File: src/rtl/wb_pkg.sv
// Shared types and constants for the writeback arbiter and its long-result FIFO.
package wb_pkg;

    localparam int unsigned AW = 5;
    localparam int unsigned DW = 32;

    typedef logic [AW-1:0] reg_idx_t;
    typedef logic [DW-1:0] word_t;

    localparam reg_idx_t REG_ZERO = '0;

    typedef struct packed {
        reg_idx_t addr;
        word_t    data;
    } wb_req_t;

endpackage

File: src/rtl/wb_fifo.sv
// Synchronous FIFO of writeback requests; push and pop may coincide.
module wb_fifo
    import wb_pkg::*;
#(
    parameter int unsigned DEPTH = 4,
    localparam int unsigned CntW = $clog2(DEPTH) + 1
) (
    input  logic            clk_i,
    input  logic            rst_i,
    input  logic            push_i,
    input  wb_req_t         wdata_i,
    input  logic            pop_i,
    output wb_req_t         rdata_o,
    output logic            full_o,
    output logic            empty_o,
    output logic [CntW-1:0] count_o
);

    localparam int unsigned PtrW = $clog2(DEPTH);

    wb_req_t         mem_q [DEPTH];
    logic [PtrW-1:0] wptr_q;
    logic [PtrW-1:0] rptr_q;
    logic [CntW-1:0] count_q;
    logic            do_push;
    logic            do_pop;

    assign full_o  = (count_q == CntW'(DEPTH));
    assign empty_o = (count_q == '0);
    assign count_o = count_q;
    assign rdata_o = mem_q[rptr_q];

    assign do_push = push_i && !full_o;
    assign do_pop  = pop_i && !empty_o;

    always_ff @(posedge clk_i) begin
        if (rst_i) begin
            wptr_q  <= '0;
            rptr_q  <= '0;
            count_q <= '0;
        end else begin
            // DEPTH is a power of two, so pointers wrap naturally.
            if (do_push) wptr_q <= wptr_q + 1'b1;
            if (do_pop)  rptr_q <= rptr_q + 1'b1;
            if (do_push && !do_pop) begin
                count_q <= count_q + 1'b1;
            end else if (do_pop && !do_push) begin
                count_q <= count_q - 1'b1;
            end
        end
    end

    always_ff @(posedge clk_i) begin
        if (do_push) mem_q[wptr_q] <= wdata_i;
    end

endmodule

File: src/rtl/wb_arbiter.sv
// Merges ALU and long-latency results onto the single register-file write port,
// and tracks registers still owed a long-latency result.
module wb_arbiter #(
    parameter int unsigned DEPTH = 4,
    parameter int unsigned DW    = 32,
    parameter int unsigned AW    = 5
) (
    input  logic                     clk_i,
    input  logic                     rst_i,
    input  logic                     alu_valid_i,
    input  logic [AW-1:0]            alu_addr_i,
    input  logic [DW-1:0]            alu_data_i,
    input  logic                     lng_valid_i,
    output logic                     lng_ready_o,
    input  logic [AW-1:0]            lng_addr_i,
    input  logic [DW-1:0]            lng_data_i,
    input  logic                     iss_valid_i,
    input  logic [AW-1:0]            iss_addr_i,
    input  logic [AW-1:0]            rs_addr_i,
    input  logic [AW-1:0]            rt_addr_i,
    output logic                     rs_busy_o,
    output logic                     rt_busy_o,
    output logic                     RegWrite_o,
    output logic [AW-1:0]            RDaddr_o,
    output logic [DW-1:0]            RDdata_o,
    output logic [$clog2(DEPTH):0]   count_o
);

    import wb_pkg::*;

    logic          fifo_push;
    logic          fifo_pop;
    logic          fifo_full;
    logic          fifo_empty;
    wb_req_t       fifo_wdata;
    wb_req_t       fifo_head;
    logic          alu_take;

    logic [31:0]   pending_q;
    logic [31:0]   pending_d;
    logic          reg_write_q;
    logic          reg_write_d;
    logic [AW-1:0] rd_addr_q;
    logic [AW-1:0] rd_addr_d;
    logic [DW-1:0] rd_data_q;
    logic [DW-1:0] rd_data_d;

    assign lng_ready_o = !fifo_full && !rst_i;
    // Results for r0 complete the handshake but are never queued.
    assign fifo_push   = lng_valid_i && lng_ready_o && (lng_addr_i != REG_ZERO);
    assign alu_take    = alu_valid_i && (alu_addr_i != REG_ZERO);
    assign fifo_pop    = !alu_take && !fifo_empty && !rst_i;

    assign fifo_wdata.addr = lng_addr_i;
    assign fifo_wdata.data = lng_data_i;

    wb_fifo #(
        .DEPTH (DEPTH)
    ) u_fifo (
        .clk_i   (clk_i),
        .rst_i   (rst_i),
        .push_i  (fifo_push),
        .wdata_i (fifo_wdata),
        .pop_i   (fifo_pop),
        .rdata_o (fifo_head),
        .full_o  (fifo_full),
        .empty_o (fifo_empty),
        .count_o (count_o)
    );

    always_comb begin
        reg_write_d = 1'b0;
        rd_addr_d   = rd_addr_q;
        rd_data_d   = rd_data_q;
        pending_d   = pending_q;

        if (alu_take) begin
            reg_write_d = 1'b1;
            rd_addr_d   = alu_addr_i;
            rd_data_d   = alu_data_i;
        end else if (fifo_pop) begin
            reg_write_d = 1'b1;
            rd_addr_d   = fifo_head.addr;
            rd_data_d   = fifo_head.data;
        end

        // Clear before set so a same-edge re-issue keeps the bit.
        if (fifo_pop) pending_d[fifo_head.addr] = 1'b0;
        if (iss_valid_i && (iss_addr_i != REG_ZERO)) pending_d[iss_addr_i] = 1'b1;
        pending_d[0] = 1'b0;
    end

    always_ff @(posedge clk_i) begin
        if (rst_i) begin
            reg_write_q <= 1'b0;
            rd_addr_q   <= '0;
            rd_data_q   <= '0;
            pending_q   <= '0;
        end else begin
            reg_write_q <= reg_write_d;
            rd_addr_q   <= rd_addr_d;
            rd_data_q   <= rd_data_d;
            pending_q   <= pending_d;
        end
    end

    assign RegWrite_o = reg_write_q;
    assign RDaddr_o   = rd_addr_q;
    assign RDdata_o   = rd_data_q;
    assign rs_busy_o  = pending_q[rs_addr_i];
    assign rt_busy_o  = pending_q[rt_addr_i];

endmodule

File: config.mk
export PLATFORM = sky130hd
export DESIGN_NAME = wb_arbiter
export DESIGN_NICKNAME = d
export VERILOG_FILES = /design/src/rtl/wb_pkg.sv /design/src/rtl/wb_fifo.sv /design/src/rtl/wb_arbiter.sv
export SDC_FILE = /design/constraint.sdc
export NUM_CORES = 1
export LEC_CHECK = 0
export BUFFER_PORTS_ARGS = -buffer_cell sky130_fd_sc_hd__buf_4
export CELL_PAD_IN_SITES_DETAIL_PLACEMENT = 0
export CELL_PAD_IN_SITES_GLOBAL_PLACEMENT = 1
export CORE_MARGIN = 4
export CORE_UTILIZATION = 30
export DETAILED_ROUTE_END_ITERATION = 10
export PLACE_DENSITY_LB_ADDON = 0.1
export SLEW_MARGIN = 20
export SYNTH_ARGS = -nofsm -noshare
export SYNTH_HDL_FRONTEND = slang
export SYNTH_SLANG_ARGS = --single-unit
File: constraint.sdc
create_clock -name clk_i -period 3.8 [get_ports clk_i]
set_clock_uncertainty 0.2 [all_clocks]
set_input_delay 0.19 -clock clk_i [delete_from_list [all_inputs] [get_ports clk_i]]
set_output_delay 0.19 -clock clk_i [all_outputs]
set_load 0.03 [all_outputs]
==> impl_metrics.yaml <==
placed_design:
  hpwl_um: 17700
  dpl_cell_area_mm2: 0.0110
  port_buffers: 137
  dp.cells: 1202
  place_congestion: 0.796
grt:
  grt_antenna_before_repair: 1
  grt_pass1_vias: 7064
  global_route.overflow_total: 0
  grt_max_degree: 72
  grt_pass1_wl_um: 41000
  gr-usage-all-layers: 0.148
sta:
  rsz0062_at_grt: "false"
  fin_crit_ns: 2.80
  fin_crit_sh: 0.738
  tightest_slew_ns: 0.868
  tns_ns: 0
  max_freq_mhz: 357
  drv_slew: 0
  slew_headroom: 0.420
  setup_viol: 0
  hold_viol: 0
route:
  drc: 0
  vias: 6697
  ant_nets: 0
  viasPerCell: 5.05
  first_pass_iters: 5
  drt_iter0_drc: 311
  routed_wl_um: 26100
  wl_per_cell_um: 19.7
synthesis:
  synth_ff_type: "edfxtp_1"
  syn_nets: 799
  postSynth.asyncResetShare: 0
  avgSynthCellArea_um2: 13.7
  netlist_area_mm2: 0.00956
  netlist.area_leader.share: 0.465
  ys_seq_area_frac: 0.628
  synth_top_area_cell: "edfxtp_1"
  synthTopCellsByArea: "edfxtp_1 46%, dfxtp_1 16%, mux4_2 11%"
  synthTopCellsByCount: "148 x edfxtp_1, 88 x nor2_1, 78 x dfxtp_1"
  yosys_register_bits: 226
  synth.most_common_cell: "edfxtp_1"
  yosysWarnings: 0
  synth_cells: 699
  ys_types: 45
  synth_edf_count: 148
pwr:
  p_leak_nw: 4.47
  clockPowerShare: 0.338
  power_density_mw_per_mm2: 583
  p_comb_frac: 0.262
  pwr-share-seq: 0.400
  switchingPower_mw: 2.27
  p_sw_frac: 0.307
  p_int_mw: 5.12
  ir_drop_mv: 0.354
floorplanning:
  pin_count: 138
  dieArea_mm2: 0.0348
  die_x_um: 187
  die_y_um: 187
  start_util: 0.304
  num_rows: 65
  core_area_mm2: 0.0315
clock_tree:
  clock-sinks: 226
  post_cts_buffers: 0
  clockBufferDepth: 3
  tritoncts: "done"
  cts-root-buf: "clkbuf_16"
  htree_levels: 1
  post_cts_resized: 0
  numCtsBuffers: 26
  clk_pin_slew_worst_paths_ns: 0.06
  clock_latency_ns: 0.52
critical_path:
  cp-start-kind: "flop"
  timing.critical_path.required_ns: 4.05
  timing.rr.end: "u_fifo.count_o[2]$_SDFFE_PP0P_"
  startpoint: "u_fifo.count_o[0]$_SDFFE_PP0P_"
  crit_fanout: 7
  criticalPathCategory: "reg -> reg"
  r2r_start: "u_fifo.count_o[0]$_SDFFE_PP0P_"
  critical_path.endpoint: "u_fifo.count_o[2]$_SDFFE_PP0P_"
  crit_path_end_kind: "flop"
  r2r_cells: 8
  reg2reg_setup_slack_ns: 1.0
  worstPathArrival_ns: 3.05
finish:
  area_growth_syn_to_layout_pct: 32.6
  antenna_cells: 0
  fillers: 2947
  stdcell_area_mm2: 0.0127
  drive_above_1_share: 0.277
  fin_cells: 1327
  final_net_count: 1005
outcome:
  outcome: "complete, no violations"
run:
  max_cap_viol_count: 0
worst_hold_path:
  hp-class: "in -> reg"
[flip-flops by register name (all words and copies together), names as in the netlist, named ones only]
signal          cells
RDaddr_o            5
RDdata_o           32
RegWrite_o          1
pending_q          31
u_fifo.count_o      3
u_fifo.mem_q      148
u_fifo.rptr_q       2
u_fifo.wptr_q       2
[how the worst min path moves through the flow]
stage / cells past startpoint / endpoint / startpoint / slack (ns)
finish: 5 / u_fifo.wptr_q[0]$_SDFFE_PP0P_ / lng_valid_i / 0.02
global route: 5 / u_fifo.wptr_q[0]$_SDFFE_PP0P_ / lng_valid_i / 0.03
CTS: 5 / u_fifo.wptr_q[0]$_SDFFE_PP0P_ / lng_valid_i / 0.02
detailed placement: 1 / u_fifo.mem_q[1][19]$_DFFE_PP_ / lng_data_i[19] / 0.19
global placement: 1 / u_fifo.mem_q[2][16]$_DFFE_PP_ / lng_data_i[16] / 0.19
floorplan: 0 / u_fifo.mem_q[0][0]$_DFFE_PP_ / lng_data_i[0] / 0.09
[critical path: stages, from the launching register on]
cell       delay (ns)
dfxtp_1          0.47
nor3b_1          0.12
a2111oi_2        0.58
ha_1             0.32
inv_1            0.06
fa_1             0.38
xor2_1           0.16
or3_1            0.30
a21oi_1          0.13
[power by group through the flow]
stage,logic (mW),clock network [mW],registers [mW]
floorplan,1.05,0,3.13
global placement,1.91,0,3.00
detailed placement,1.92,0,3.01
CTS,1.98,2.57,2.96
global route,2.11,2.68,2.99
finish,1.94,2.50,2.95
[what timing repair did]
action / CTS / global route
hold endpoints to repair: 195 / 0
setup endpoints to repair: 0 / 0
hold buffers: 77 / 0
[cell usage in the layout (no fill, tap or decap), types with 5 or more instances in the layout]
master / count
buf_4: 154
edfxtp_1: 148
nor2_1: 88
dlygate4sd3_1: 77
dfxtp_1: 76
a21oi_1: 61
a211oi_1: 49
mux4_2: 47
nand2_1: 42
clkbuf_16: 27
a311oi_1: 25
mux2i_1: 12
a21boi_0: 12
nor3b_1: 7
inv_1: 6
nand2b_1: 6
clkinv_2: 6
nand4_1: 5
and4b_1: 5
nor2b_1: 5
ha_1: 5
clkinv_1: 5
[through the flow]
stage                     worst slack (ns)   util  total power [mW]  hold WS [ns]
after floorplan                      0.980      -              4.18        0.0889
after global placement                1.12  0.350              4.91         0.192
after detailed placement             0.962  0.350              4.93         0.195
after CTS                            0.983  0.403              7.51        0.0187
after global routing                 0.776  0.403              7.79        0.0259
final                                0.996  0.403              7.39        0.0236
[layer usage]
layer / GRT usage / vias to the layer above / part of all wire
met2: 0.270 / 183 / 0.52
met3: 0.0266 / 36 / 0.048
met5: 0 / - / 0.00027
met1: 0.183 / 3353 / 0.42
met4: 0.0361 / 2 / 0.018
li1: - / 3123 / -
[cell families (layout without fill, tap and decap cells)]
logic type / Yosys count / in the layout / synth area share
AO/OA/AOI/OAI: 158 / 158 / 0.111
XOR/XNOR: 3 / 3 / 0.00275
adder cells (fa/ha/maj): 6 / 6 / 0.00864
buffers and inverters: 59 / 285 / 0.0255
flip-flops: 226 / 226 / 0.628
multiplexers: 60 / 60 / 0.124
AND/OR/NAND/NOR: 187 / 187 / 0.0996
[layout make-up]
type                            instances  area (µm²)  area share
Clock buffer                           34         732      0.0577
Clock inverter                         14         139      0.0110
Inverter                                6        22.5     0.00178
Multi-Input combinational cell        414        3340       0.264
Sequential cell                       226        6010       0.474
Tap cell                              402         503      0.0397
Timing Repair Buffer                  231        1930       0.152
No activity file was read; power rests on OpenSTA's default activity.
